<file path="config.mk">
export PLATFORM = sky130hd
export DESIGN_NAME = csa_tree_add
export DESIGN_NICKNAME = d
export VERILOG_FILES = /design/src/rtl/csa_tree_add_pkg.sv /design/src/rtl/csa_3to2.sv /design/src/rtl/csa_tree_add.sv
export SDC_FILE = /design/constraint.sdc
export NUM_CORES = 1
export LEC_CHECK = 0
export ABC_CLOCK_PERIOD_IN_PS = 2600
export CAP_MARGIN = 20
export CORE_MARGIN = 2
export CORE_UTILIZATION = 49
export DETAILED_ROUTE_END_ITERATION = 6
export PLACE_DENSITY = 0.77
export SLEW_MARGIN = 20
export SYNTH_ARGS = -nofsm -noshare
export SYNTH_HDL_FRONTEND = slang
export SYNTH_SLANG_ARGS = --single-unit
</file>
<file path="constraint.sdc">
create_clock -name clk -period 2.6 [get_ports clk]
set_input_delay 0.78 -clock clk [delete_from_list [all_inputs] [get_ports clk]]
set_output_delay 0.78 -clock clk [all_outputs]
set_load 0.03 [all_outputs]
</file>
<file path="src/rtl/csa_tree_add_pkg.sv">
// csa_pkg: shared sizing helpers and types for the carry-save adder tree.
//   csa_rows(n, lvl) : number of rows left after lvl 3:2 levels from n rows
//   csa_levels(n)    : number of 3:2 levels needed to reduce n rows to two
//   csa_ow(w, n)     : exact result width for n operands of w bits
//   csa_mode_e       : operand interpretation (unsigned / two's complement)
package csa_pkg;

    typedef enum logic {
        CSA_UNSIGNED = 1'b0,
        CSA_SIGNED   = 1'b1
    } csa_mode_e;

    // Each level turns every full triple into two rows; leftovers pass through.
    function automatic int unsigned csa_rows(input int unsigned n, input int unsigned lvl);
        int unsigned r;
        r = n;
        for (int unsigned i = 0; i < lvl; i++) begin
            r = 2 * (r / 3) + (r % 3);
        end
        return r;
    endfunction

    function automatic int unsigned csa_levels(input int unsigned n);
        int unsigned r;
        int unsigned cnt;
        r   = n;
        cnt = 0;
        for (int unsigned i = 0; i < 16; i++) begin
            if (r > 2) begin
                r   = 2 * (r / 3) + (r % 3);
                cnt = cnt + 1;
            end
        end
        return cnt;
    endfunction

    function automatic int unsigned csa_ow(input int unsigned w, input int unsigned n);
        return w + $clog2(n);
    endfunction

endpackage

</file>
<file path="src/rtl/csa_3to2.sv">
// csa_3to2: one row of full adders (3:2 compressor), purely combinational.
//   a, b, c : three W-bit input rows
//   sum     : bitwise sum row
//   carry   : bitwise carry row, NOT shifted (the parent applies the << 1)
module csa_3to2 #(
    parameter int unsigned W = 8
) (
    input  logic [W-1:0] a,
    input  logic [W-1:0] b,
    input  logic [W-1:0] c,
    output logic [W-1:0] sum,
    output logic [W-1:0] carry
);

    always_comb begin
        sum   = a ^ b ^ c;
        carry = (a & b) | (a & c) | (b & c);
    end

endmodule

</file>
<file path="src/rtl/csa_tree_add.sv">
// csa_tree_add: pipelined NUM_OPS-operand adder built from registered 3:2
// carry-save levels followed by a registered carry-propagate add.
//   clk, rst_n            : clock, asynchronous active-low reset
//   in_valid / in_ready   : input handshake (in_ready = global advance enable)
//   in_ops                : packed operands, op k at [k*WIDTH +: WIDTH]
//   in_signed             : 1 = two's-complement operands, 0 = unsigned
//   in_tag                : sideband tag carried with the transaction
//   out_valid / out_ready : output handshake
//   out_sum               : exact OW-bit sum
//   out_tag               : tag belonging to out_sum
// Latency is LEVELS+1 register stages; the whole pipe stalls together.
module csa_tree_add
    import csa_pkg::*;
#(
    parameter int unsigned WIDTH   = 32,
    parameter int unsigned NUM_OPS = 4,
    parameter int unsigned TAG_W   = 4,
    localparam int unsigned OW     = csa_ow(WIDTH, NUM_OPS),
    localparam int unsigned LEVELS = csa_levels(NUM_OPS)
) (
    input  logic                     clk,
    input  logic                     rst_n,
    input  logic                     in_valid,
    output logic                     in_ready,
    input  logic [NUM_OPS*WIDTH-1:0] in_ops,
    input  logic                     in_signed,
    input  logic [TAG_W-1:0]         in_tag,
    output logic                     out_valid,
    input  logic                     out_ready,
    output logic [OW-1:0]            out_sum,
    output logic [TAG_W-1:0]         out_tag
);

    logic      en;
    csa_mode_e mode;

    // Stage 0..LEVELS-1 are tree levels, stage LEVELS is the CPA register.
    logic [LEVELS:0] vld_q;
    logic [TAG_W-1:0] tag_q [LEVELS+1];
    logic [OW-1:0]    sum_q;

    assign en       = out_ready || !out_valid;
    assign in_ready = en;
    assign mode     = in_signed ? CSA_SIGNED : CSA_UNSIGNED;

    // g_lvl[0].row holds the extended operands (combinational);
    // g_lvl[l].row for l >= 1 is the registered output of tree level l.
    for (genvar l = 0; l <= LEVELS; l++) begin : g_lvl
        localparam int unsigned NR = csa_rows(NUM_OPS, l);
        logic [OW-1:0] row [NR];

        if (l == 0) begin : g_ext
            for (genvar k = 0; k < NUM_OPS; k++) begin : g_op
                logic [WIDTH-1:0] op;
                assign op     = in_ops[k*WIDTH +: WIDTH];
                assign row[k] = (mode == CSA_SIGNED) ? {{(OW-WIDTH){op[WIDTH-1]}}, op}
                                                     : {{(OW-WIDTH){1'b0}}, op};
            end
        end else begin : g_red
            localparam int unsigned NP = csa_rows(NUM_OPS, l - 1);
            localparam int unsigned NT = NP / 3;
            logic [OW-1:0] nxt [NR];

            for (genvar t = 0; t < NT; t++) begin : g_tri
                logic [OW-1:0] s;
                logic [OW-1:0] c;
                csa_3to2 #(.W(OW)) u_csa (
                    .a     (g_lvl[l-1].row[3*t]),
                    .b     (g_lvl[l-1].row[3*t+1]),
                    .c     (g_lvl[l-1].row[3*t+2]),
                    .sum   (s),
                    .carry (c)
                );
                // Carry weight is one bit higher; the bit shifted out is
                // dropped because all tree arithmetic is modulo 2^OW.
                assign nxt[2*t]   = s;
                assign nxt[2*t+1] = c << 1;
            end

            for (genvar j = 0; j < NP % 3; j++) begin : g_pass
                assign nxt[2*NT+j] = g_lvl[l-1].row[3*NT+j];
            end

            always_ff @(posedge clk or negedge rst_n) begin
                if (!rst_n) begin
                    for (int unsigned i = 0; i < NR; i++) begin
                        row[i] <= '0;
                    end
                end else if (en) begin
                    for (int unsigned i = 0; i < NR; i++) begin
                        row[i] <= nxt[i];
                    end
                end
            end
        end
    end

    // Final carry-propagate stage.
    always_ff @(posedge clk or negedge rst_n) begin
        if (!rst_n) begin
            sum_q <= '0;
        end else if (en) begin
            sum_q <= g_lvl[LEVELS].row[0] + g_lvl[LEVELS].row[1];
        end
    end

    // Valid and tag shift chain, moving in lockstep with the data stages.
    always_ff @(posedge clk or negedge rst_n) begin
        if (!rst_n) begin
            vld_q <= '0;
            for (int unsigned i = 0; i <= LEVELS; i++) begin
                tag_q[i] <= '0;
            end
        end else if (en) begin
            vld_q[0] <= in_valid;
            tag_q[0] <= in_tag;
            for (int unsigned i = 1; i <= LEVELS; i++) begin
                vld_q[i] <= vld_q[i-1];
                tag_q[i] <= tag_q[i-1];
            end
        end
    end

    assign out_valid = vld_q[LEVELS];
    assign out_sum   = sum_q;
    assign out_tag   = tag_q[LEVELS];

endmodule

</file>
Yosys cells after proc, flatten, opt, wreduce, memory -nomap -nowiden

Cells that the tools add are included.

Flip-flop bits (word level): 217
Bits in latches: 0
RAM bits: 0
Bits in read-only memories: 0
Logic and storage cells: 32
Memories kept: 0

Add/sub/neg operators: 1
Multipliers: 0
Div/mod/pow operators: 0
$lt $le $gt $ge: 0
Equality and inequality tests: 0
Shift operators: 0
Mux-type cells: 5
Bitwise logic cells: 14
Reduce and logical (&&, ||, !) cells: 2

Operator list:

| operator           | count |
|---|---|
| bitwise AND 33 bit | 6 |
| 2-to-1 mux 34 bit  | 4 |
| XOR 34 bit         | 4 |
| OR 33 bit          | 4 |
| adder 34 bit       | 1 |
| zero test 1 bit    | 1 |
| logical OR 1 bit   | 1 |
| 2-to-1 mux 1 bit   | 1 |

Logic depth before layout (Yosys ltp)

Gate-level depths: netlist (run 1).

Word-level depth: 5
Gate-level depth with buffers: 11

By module

A second synthesis (run 1) with hierarchy kept.

Cell total of the unflattened synthesis: 1228
Area, all modules: 11258.3 um2

By module, submodules not included:

| module       | times used | cells an instance | area each (um2) | sequential area each (um2) |
|---|---|---|---|---|
| csa_tree_add | 1          | 1160              | 9897.0          | 5405.2 |
| csa_3to2     | 2          | 34                | 680.7           | 0.0 |

Worst setup path after synthesis (run 1)

OpenSTA, ideal clock, no wires.

Path type: reg-to-reg
Start: register g_lvl[2].row[1] (netlist name)
End: register sum_q[25], in the netlist out_sum[25]
Setup time: 0.154 ns
Data arrival time: 2.424 ns
Required time: 2.446 ns
Slack: 0.022 ns
Cell stages (with the launch flop): 12
Cell sequence: dfrtp_1 > ha_1 > fa_1 > a21oi_1 > o211ai_1 > a21oi_1 > o21bai_1 > a311oi_1 > o21ai_0 > a21oi_1 > xor2_1 > a21oi_1

Word-level cells in the longest chain between the ends: 1

Ends and longest elaborated chain:

| element                          | RTL line            | text |
|---|---|---|
| start: declaration               | csa_tree_add.sv:50  | `logic [OW-1:0] row [NR];` |
| start signal: indexed assignment | csa_tree_add.sv:91  | `row[i] <= nxt[i];` |
| adder 34 bit                     | csa_tree_add.sv:103 | `sum_q <= g_lvl[LEVELS].row[0] + g_lvl[LEVELS].row[1];` |
| end signal: assignment           | csa_tree_add.sv:103 |  |
| end: declaration                 | csa_tree_add.sv:40  | `logic [OW-1:0] sum_q;` |

Every way passes these cells.
A chain may end at the register's enable or synchronous reset.

Final worst setup path (run 1)

Start: register g_lvl[2].row[35] (netlist name)
End: register sum_q[29], in the netlist out_sum[29]

Same word-level chain as after synthesis.

==> impl_metrics.py, run 1 <==
metrics = {
    "clock_tree": {
        "clkSlewWorstSetupHoldPaths_ns": 0.06,
        "cts_tree": "done",
        "clock_latency_ns": 0.52,
        "htreeDepth": 1,
        "postCtsHoldBufs": 0,
        "cts_sinks": 215,
        "clockRootBuffer": "clkbuf_16",
        "cts_buffers": 23,
        "cts_buffer_depth": 3,
    },
    "min_path": {
        "hold_class": "primary input to asynchronous set/reset pin",
    },
    "placement": {
        "place.gp.congestion": 0.870,
        "hpwl_um": 16600,
        "dpl_worst_slack_ns": -0.241,
        "dp.cells": 1613,
        "portBuffers": 176,
    },
    "critical_path": {
        "cp.buffers_inverters": 0,
        "cp_max_fo": 3,
        "critPathTopFamily": "compound AO/OA/AOI/OAI gates",
        "cpPeakStageDelay_ns": 0.41,
        "critical-path-slowest-cell": "dfrtp_1",
        "worstPathRequired_ns": 3.00,
        "cp-start-kind": "register",
        "crit_path_end_kind": "register",
        "cp_common_cell": "o21ai_1",
        "cp.arrival_ns": 3.03,
        "ff2ff_setup_slack_ns": -0.04,
        "worstPathCellList": "ha_4 -> fa_2 -> a21oi_4 -> o211ai_1 -> nand4_1 -> nand3_2 -> a32o_2 -> o21ai_1 -> or3b_4 -> o21ai_2 -> o21ai_1",
        "startpoint": "g_lvl[2].row[35]$_DFFE_PN0P_",
        "reg2reg_from": "g_lvl[2].row[35]$_DFFE_PN0P_",
        "worstSetupPathType": "register to register",
    },
    "drt": {
        "drc": 0,
        "wl_um": 23700,
        "routedWlPerCell_um": 14.1,
        "drtIter0Drc": 422,
        "drt_first_pass_iters": 5,
        "viasPerCell": 5.04,
        "postRouteAntennaNets": 0,
        "vias": 8424,
    },
    "synthesis": {
        "seq_area_frac_synth_pct": 48.9,
        "ys_warn_count": 0,
        "synth_edf_count": 0,
        "synth_ff_type": "dfrtp_1",
        "synth.distinct_cells": 53,
        "synthesis.nets": 1425,
        "avgSynthCellArea_um2": 9.26,
        "synth_seq_cells": 215,
        "async_reset_ff_share_pct": 100,
        "synthCells": 1189,
        "mappedNetlistArea_um2": 11000,
    },
    "pwr": {
        "power.density_nw_per_um2": 1250,
        "p_leak_nw": 6.96,
        "ir_drop_uv": 468,
    },
    "grt": {
        "grt_use_total_pct": 20.1,
        "grt_overflow": 0,
        "grt_start_max_net_pins": 79,
        "grt_pass1_wl_um": 39600,
        "antenna_found_initial": 0,
        "first_global_vias": 8346,
    },
    "sta": {
        "setup_ws_ns": -0.0356,
        "min_period_ns": 2.64,
        "whs_ns": 0.213,
        "finalSetupViolations": 1,
        "fin_crit_sh_pct": 101,
        "clock_skew_ns": 0.0102,
        "worst_pin_slew_ns": 0.539,
        "rsz0062_at_grt": "true",
        "fmax_mhz": 379,
        "hold_viol_final": 0,
        "drv_slew": 0,
        "max_slew_margin_pct": 64.1,
    },
    "cells_and_area": {
        "layout-drive-gt1-share_pct": 7.90,
        "final_cells": 1673,
        "utilization_pct": 65.0,
        "layout_common_cells": "nand2_1, dfrtp_1, clkdlybuf4s50_1",
        "nNetsFinal": 1613,
        "area_growth_pct": 29.7,
        "layout_commonest_cell": "nand2_1",
        "n_fill_cell": 1729,
        "diodes": 0,
    },
    "floorplanning": {
        "ios": 177,
        "core_um2": 22000,
        "die-area_um2": 23700,
        "initial_core_util_pct": 50.1,
        "dieHeight_um": 154,
        "rows": 54,
        "die_w_um": 154,
    },
    "flow_run": {
        "maxCapViolations": 0,
    },
    "run_status": {
        "run_status": "finished with violations",
        "violations": "negative setup slack",
    },
}
==> routing by layer <==
layer	routed length, um	global-route usage, %	up-vias
met2	11500	34.2	209
li1	-	-	4157
met5	0	0	-
met4	315	4.01	0
met3	1280	3.30	24
met1	10600	27.7	4034
==> stage by stage <==
stage	total power (W)	TNS [ns]	cell area, um2
2_1_floorplan	0.0111	0	11000
3_3_place_gp	0.0136	-0.331	13200
3_5_place_dp	0.0139	-0.586	13200
4_1_cts	0.0177	-0.265	14200
5_1_grt	0.0192	-0.639	14300
6_report	0.0179	-0.0356	14300
==> synth_stat cells (3+ instances only) <==
library cell    n  share of area (%)
clkbuf_1       49                1.7
mux2i_1         3               0.27
o21ai_1         4               0.18
ha_1           33                3.7
and3_1          3               0.17
o21ai_0        29                1.3
a21oi_1        49                2.2
dfrtp_1       215                 49
nand4_1         8               0.45
nand3_1         8               0.36
a21o_1          9               0.61
nor2b_1         3               0.17
inv_1          12               0.41
nand2_1       578                 20
nor3_1          5               0.23
xnor2_1        12               0.95
a31oi_1         4               0.23
o21bai_1        4               0.27
xor2_1         15                1.2
and4_1          3               0.24
buf_4           4               0.27
buf_1           5               0.17
o211ai_1        3               0.20
nor2_1         28               0.95
and2_1          4               0.23
fa_1           66                 12
==> final cells by class <==
cell class	count	area, um2	share of cell area (%)
well taps	280	350	2.45
inverters	12	50.0	0.351
clock buffers	33	683	4.78
repair buffers	224	2290	16.0
clock inverters	8	111	0.780
multi-input cells	901	5410	37.9
flip-flops and latches	215	5380	37.7
==> flip-flops by register name (all words and copies together), names as in the netlist <==
register	cells
g_lvl.row	166
out_sum	34
tag_q	8
vld_q	3
out_tag	4
==> cell families after synthesis <==
family	synth area share, %
buffers and inverters	2.66
and+or+nand+nor	23.2
xor gates and xnor gates	2.15
adders and majority gates	15.7
DFF	48.9
AOI/OAI and AO/OA	7.12
muxes	0.273
==> where the power goes <==
group	leakage (nW)	switching, W	internal, W
clock	0.391	0.00135	0.00204
combinational	3.99	0.00495	0.00399
sequential	2.58	0.000871	0.00466
==> path summary, 6_finish.rpt <==
check / to / depth (start not counted)
worst min register to register: tag_q[8]$_DFFE_PN0P_ / 2
max in group asynchronous: g_lvl[2].row[25]$_DFFE_PN0P_ / 2
worst max register to register: out_sum[29]$_DFFE_PN0P_ / 11
worst min-delay path: out_tag[1]$_DFFE_PN0P_ / 1
worst max-delay path: out_sum[29]$_DFFE_PN0P_ / 11
min in group clk: tag_q[8]$_DFFE_PN0P_ / 2
==> timing repair <==
item | 4_1_cts | 5_1_grt
setup endpoints to repair | 6 | 12
setup buffers | 12 | 8
gates resized for setup | 19 | 8
pin swaps | 14 | 18
No activity file was read; power rests on OpenSTA's default activity.
==> run 2: changes to the inputs <==
--- a/config.mk
+++ b/config.mk
@@ -7,6 +7,7 @@
 export LEC_CHECK = 0
 export ABC_CLOCK_PERIOD_IN_PS = 2600
 export CAP_MARGIN = 20
+export CORE_ASPECT_RATIO = 1.5
 export CORE_MARGIN = 2
 export CORE_UTILIZATION = 49
 export DETAILED_ROUTE_END_ITERATION = 6
==> run 2 against run 1 <==
Compared with the run above: the flow still finishes with violations (negative setup slack); first-iteration DRC count rose by 14%; via count rose by 1.3%; largest cell class unchanged; final cell count fell by 1.0%; hold slack improved by 0.027 ns; clock power fell by 5%; critical endpoint is now out_sum[25]$_DFFE_PN0P_.
==> impl_metrics.py, run 2 (same netlist as run 1, synthesis figures left out) <==
metrics = {
    "drt": {
        "drc": 0,
        "vias": 8534,
        "drt_first_pass_iters": 5,
        "viasPerCell": 5.15,
        "routedWlPerCell_um": 13.9,
        "postRouteAntennaNets": 0,
        "wl_um": 23100,
        "drtIter0Drc": 482,
    },
    "floorplanning": {
        "die-area_um2": 23700,
        "dieHeight_um": 188,
        "ios": 177,
        "rows": 67,
        "initial_core_util_pct": 49.6,
        "die_w_um": 126,
        "core_um2": 22200,
    },
    "pwr": {
        "power_frac_seq_pct": 31.4,
        "ir_drop_uv": 629,
        "clkPwrFrac_pct": 18.3,
        "p_leak_nw": 6.88,
        "switching_share_pct": 40.3,
        "p_comb_share_pct": 50.4,
        "p_sw_w": 0.00707,
        "finalPower_w": 0.0176,
        "power.density_nw_per_um2": 1240,
        "intPower_w": 0.0105,
    },
    "critical_path": {
        "crit_path_end_kind": "register",
        "worstSetupPathType": "register to register",
        "r2r-end": "out_sum[25]$_DFFE_PN0P_",
        "startpoint": "g_lvl[2].row[35]$_DFFE_PN0P_",
        "ff2ff_path_depth": 12,
        "reg2reg_from": "g_lvl[2].row[35]$_DFFE_PN0P_",
        "cp-start-kind": "register",
        "endpoint": "out_sum[25]$_DFFE_PN0P_",
        "ff2ff_setup_slack_ns": -0.11,
        "cp_max_fo": 2,
        "cp.arrival_ns": 3.06,
        "worstPathRequired_ns": 2.95,
    },
    "cells_and_area": {
        "layout_commonest_cell": "nand2_1",
        "seq_area_um2": 5380,
        "layout-drive-gt1-share_pct": 7.61,
        "multi_input_area_um2": 5450,
        "n_fill_cell": 1810,
        "layout_common_cells": "nand2_1, dfrtp_1, clkdlybuf4s50_1",
        "nNetsFinal": 1601,
        "area_growth_pct": 28.1,
        "regMostFlops": "g_lvl.row",
        "diodes": 0,
        "largest_reg_flops": 166,
        "utilization_pct": 63.5,
        "final_cells": 1656,
    },
    "clock_tree": {
        "clockRootBuffer": "clkbuf_16",
        "cts_buffer_depth": 3,
        "clkSlewWorstSetupHoldPaths_ns": 0.06,
        "cts_buffers": 21,
        "cts_tree": "done",
        "cts_sinks": 215,
        "clock_latency_ns": 0.50,
        "htreeDepth": 1,
    },
    "sta": {
        "finalSetupViolations": 4,
        "fmax_mhz": 369,
        "fin_crit_sh_pct": 104,
        "worst_pin_slew_ns": 0.694,
        "min_period_ns": 2.71,
        "setup_ws_ns": -0.108,
        "clock_skew_ns": 0.0170,
        "rsz0062_at_grt": "true",
        "max_slew_margin_pct": 53.8,
        "setup_tns_ns": -0.217,
        "drv_slew": 0,
        "hold_viol_final": 0,
    },
    "grt": {
        "grt_overflow": 0,
        "first_global_vias": 8612,
        "grt_pass1_wl_um": 39200,
        "grt_start_max_net_pins": 140,
        "antenna_found_initial": 0,
        "grt_use_total_pct": 19.6,
    },
    "placement": {
        "portBuffers": 176,
        "place.gp.congestion": 0.866,
        "dp.cells": 1610,
        "hpwl_um": 16400,
        "dpl_worst_slack_ns": -0.267,
    },
    "min_path": {
        "hold_class": "primary input to asynchronous set/reset pin",
    },
    "run_status": {
        "run_status": "finished with violations",
        "violations": "negative setup slack",
    },
    "flow_run": {
        "maxCapViolations": 0,
    },
}
[run 2: cell count changes in the layout (fill, tap and decap cells not counted), sizes merged]
| cell | previous run | this run |
|---|---|---|
| clkbuf | 33 | 31 |
| bufinv | 2 | 3 |
| clkinv | 4 | 3 |
| clkinvlp | 1 | 0 |
| buf | 50 | 39 |
| clkdlybuf4s15 | 0 | 1 |
[run 2: power by group through the flow]
stage                     Combinational [W]  Clock (W)  Sequential [W]
after detailed placement            0.00833          0         0.00557
after global routing                0.00989    0.00341         0.00569
after CTS                           0.00859    0.00329         0.00552
final                               0.00884    0.00321         0.00551
after global placement              0.00812          0         0.00551
after floorplan                     0.00517          0         0.00591
[run 2: worst min path at each step]
stage                                              end  slack, ns                 start  depth (start not counted)
final                     g_lvl[1].row[69]$_DFFE_PN0P_       0.24                 rst_n                          1
after global routing       g_lvl[1].row[4]$_DFFE_PN0P_       0.26                 rst_n                          1
after CTS                 g_lvl[1].row[35]$_DFFE_PN0P_       0.24                 rst_n                          1
after detailed placement          tag_q[9]$_DFFE_PN0P_       0.46  tag_q[9]$_DFFE_PN0P_                          2
after global placement            tag_q[4]$_DFFE_PN0P_       0.45  tag_q[8]$_DFFE_PN0P_                          2
after floorplan                   vld_q[1]$_DFFE_PN0P_       0.43  vld_q[1]$_DFFE_PN0P_                          2
[run 2: metal layers]
metal | up-vias | routed length [um] | GRT usage, % | share of wire [%]
li1 | 4137 | - | - | -
met4 | 0 | 493 | 5.37 | 2.1
met2 | 195 | 12300 | 35.9 | 53
met1 | 4165 | 9210 | 23.7 | 40
met5 | - | 0 | 0 | 0
met3 | 37 | 1070 | 3.14 | 4.7
[run 2: repair_timing]
| item | 4_1_cts | 5_1_grt |
|---|---|---|
| gates resized for setup | 17 | 17 |
| hold endpoints to repair | 0 | 0 |
| setup endpoints to repair | 7 | 14 |
| hold buffers | 0 | 0 |
| pin swaps | 10 | 11 |
| buffers inserted | 6 | 3 |
[run 2: area by class of cell]
cell class | instances | share of cell area, %
Timing Repair Buffer | 214 | 15.2
Clock inverter | 7 | 0.807
Inverter | 12 | 0.355
Multi-Input combinational cell | 901 | 38.7
Clock buffer | 31 | 4.42
Sequential cell | 215 | 38.1
Tap cell | 276 | 2.45
[run 2: critical path, cell delays in order (launching register included)]
cell,delay [ns]
dfrtp_1,0.40
ha_2,0.21
fa_2,0.37
a21oi_2,0.15
o211ai_1,0.17
a21oi_2,0.20
o21bai_2,0.09
a311oi_2,0.27
buf_4,0.16
o21ai_2,0.06
a21oi_2,0.15
xor2_1,0.21
a21oi_1,0.10
[run 2: per-stage QoR]
| step | hold slack, ns | cell area, um2 |
|---|---|---|
| 2_1_floorplan | 0.430 | 11000 |
| 3_3_place_gp | 0.448 | 13200 |
| 3_5_place_dp | 0.457 | 13200 |
| 4_1_cts | 0.244 | 14000 |
| 5_1_grt | 0.258 | 14100 |
| 6_report | 0.240 | 14100 |
==> run 3: changes to the inputs <==
--- a/config.mk
+++ b/config.mk
@@ -11,7 +11,7 @@
 export CORE_MARGIN = 2
 export CORE_UTILIZATION = 49
 export DETAILED_ROUTE_END_ITERATION = 6
-export PLACE_DENSITY = 0.77
+export PLACE_DENSITY_LB_ADDON = 0.08
 export SLEW_MARGIN = 20
 export SYNTH_ARGS = -nofsm -noshare
 export SYNTH_HDL_FRONTEND = slang
==> run 3 against run 2 <==
Compared with the run above: the run still ends with negative setup slack left; clock-buffer cell count fell by 2; final area rose by 0.75%; combinational power fell by 1%; power rose by 0.61%; clock skew fell by 0.0086 ns; register-to-register slack improved by 0.09 ns; non-clock buffer count rose by 8; first-iteration DRC count fell by 33%; critical path type unchanged; largest cell class unchanged.
==> impl_metrics.py, run 3 (same netlist as run 1, synthesis figures left out) <==
metrics = {
    "floorplanning": {
        "rows": 67,
        "core_um2": 22200,
        "initial_core_util_pct": 49.6,
        "die_w_um": 126,
        "die-area_um2": 23700,
        "dieHeight_um": 188,
        "ios": 177,
    },
    "placement": {
        "place_area_um2": 13300,
        "dp.cells": 1619,
        "portBuffers": 176,
        "place.gp.congestion": 0.825,
        "hpwl_um": 16500,
    },
    "min_path": {
        "hold_class": "primary input to asynchronous set/reset pin",
    },
    "drt": {
        "viasPerCell": 5.06,
        "routedWlPerCell_um": 14.1,
        "wl_um": 23400,
        "postRouteAntennaNets": 0,
        "drtIter0Drc": 321,
        "drc": 0,
        "vias": 8427,
        "drt_first_pass_iters": 4,
    },
    "cells_and_area": {
        "layout_common_cells": "nand2_1, dfrtp_1, clkdlybuf4s50_1",
        "layout_commonest_cell": "nand2_1",
        "diodes": 0,
        "final_cells": 1664,
        "largest_reg_flops": 166,
        "layout-drive-gt1-share_pct": 7.78,
        "area_growth_pct": 29.1,
        "regMostFlops": "g_lvl.row",
        "nNetsFinal": 1611,
        "final_area_um2": 14200,
    },
    "sta": {
        "setup_tns_ns": -0.0283,
        "fmax_mhz": 381,
        "finalSetupViolations": 2,
        "max_slew_margin_pct": 59.7,
        "hold_viol_final": 0,
        "clock_skew_ns": 0.00846,
        "drv_slew": 0,
        "worst_pin_slew_ns": 0.605,
        "min_period_ns": 2.62,
        "whs_ns": 0.247,
        "setup_ws_ns": -0.0220,
        "rsz0062_at_grt": "true",
        "fin_crit_sh_pct": 101,
    },
    "critical_path": {
        "ff2ff_path_depth": 11,
        "cp.buffers_inverters": 0,
        "ff2ff_setup_slack_ns": -0.02,
        "reg2reg_from": "g_lvl[2].row[1]$_DFFE_PN0P_",
        "worstPathCellList": "ha_2 -> fa_2 -> a21oi_2 -> o211ai_1 -> nand4_1 -> nand3_2 -> a32o_2 -> nor3_4 -> a22oi_2 -> nor4_2 -> nor3_2",
        "critPathTopFamily": "simple AND/OR/NAND/NOR gates",
        "cp-start-kind": "register",
        "cp.arrival_ns": 3.00,
        "crit_path_end_kind": "register",
        "critical-path-slowest-cell": "dfrtp_1",
        "worstSetupPathType": "register to register",
        "worst-path-stages": 11,
        "worstPathRequired_ns": 2.98,
        "startpoint": "g_lvl[2].row[1]$_DFFE_PN0P_",
        "cpPeakStageDelay_ns": 0.39,
        "cp_max_fo": 3,
    },
    "grt": {
        "antenna_found_initial": 0,
        "grt_overflow": 0,
        "grt_start_max_net_pins": 88,
        "grt_use_total_pct": 20.1,
        "first_global_vias": 8669,
        "grt_pass1_wl_um": 40000,
    },
    "clock_tree": {
        "cts_tree": "done",
        "cts_buffer_depth": 3,
        "clock_latency_ns": 0.50,
        "postCtsHoldBufs": 0,
        "htreeDepth": 1,
        "cts_sinks": 215,
        "clockRootBuffer": "clkbuf_16",
        "clkSlewWorstSetupHoldPaths_ns": 0.06,
        "cts_buffers": 23,
    },
    "run_status": {
        "run_status": "finished with violations",
        "violations": "negative setup slack",
    },
    "pwr": {
        "power.density_nw_per_um2": 1240,
        "finalPower_w": 0.0177,
        "ir_drop_uv": 650,
        "p_leak_nw": 6.93,
    },
    "flow_run": {
        "maxCapViolations": 0,
    },
}
## run 3: what timing repair did
action                                 in CTS  in global routing
endpoints found under the hold margin       0                  0
gates resized for setup                     8                 11
buffers inserted                            3                  4
pin swaps                                  11                 16
setup endpoints to repair                   5                 12
## run 3: final timing paths
kind | end
setup / recovery | out_sum[33]$_DFFE_PN0P_
hold reg to reg | vld_q[1]$_DFFE_PN0P_
max in group asynchronous | g_lvl[1].row[31]$_DFFE_PN0P_
hold / removal | out_tag[1]$_DFFE_PN0P_
min in group clk | vld_q[1]$_DFFE_PN0P_
setup reg to reg | out_sum[33]$_DFFE_PN0P_
## run 3: cell type report
| class | instances | area (um2) |
|---|---|---|
| sequential | 215 | 5380 |
| clock buffer | 29 | 628 |
| tap | 276 | 345 |
| fill | 1874 | 8000 |
| inverter | 12 | 50.0 |
| timing repair buffer | 222 | 2230 |
| clock inverter | 9 | 165 |
| multi-input combinational | 901 | 5410 |
## run 3: metrics by stage
stage          utilization (%)  worst slack [ns]
6_report                  64.0           -0.0220
5_1_grt                   64.0            -0.138
4_1_cts                   63.7           -0.0514
3_5_place_dp              59.9            -0.196
3_3_place_gp              59.9            -0.134
2_1_floorplan                -            0.0224
## run 3: worst register-to-register path: stages, from the launching register on
cell and delay [ns]:
dfrtp_1 0.39, ha_2 0.19, fa_2 0.36, a21oi_2 0.18, o211ai_1 0.18, nand4_1 0.17, nand3_2 0.10, a32o_2 0.32
nor3_4 0.17, a22oi_2 0.09, nor4_2 0.29, nor3_2 0.06
## run 3: layer usage
layer	vias to the layer above	part of all wire (%)	GRT usage, %
li1	4160	-	-
met1	4067	42	26.2
met2	154	51	34.7
met3	46	4.2	2.88
met4	0	2.4	6.09
met5	-	0	0
## run 3: where the power goes
part / internal [W] / total, W / switching (W) / leakage, nW
combinational: 0.00381 / 0.00872 / 0.00491 / 3.97
sequential: 0.00466 / 0.00553 / 0.000860 / 2.58
clock: 0.00211 / 0.00342 / 0.00131 / 0.380
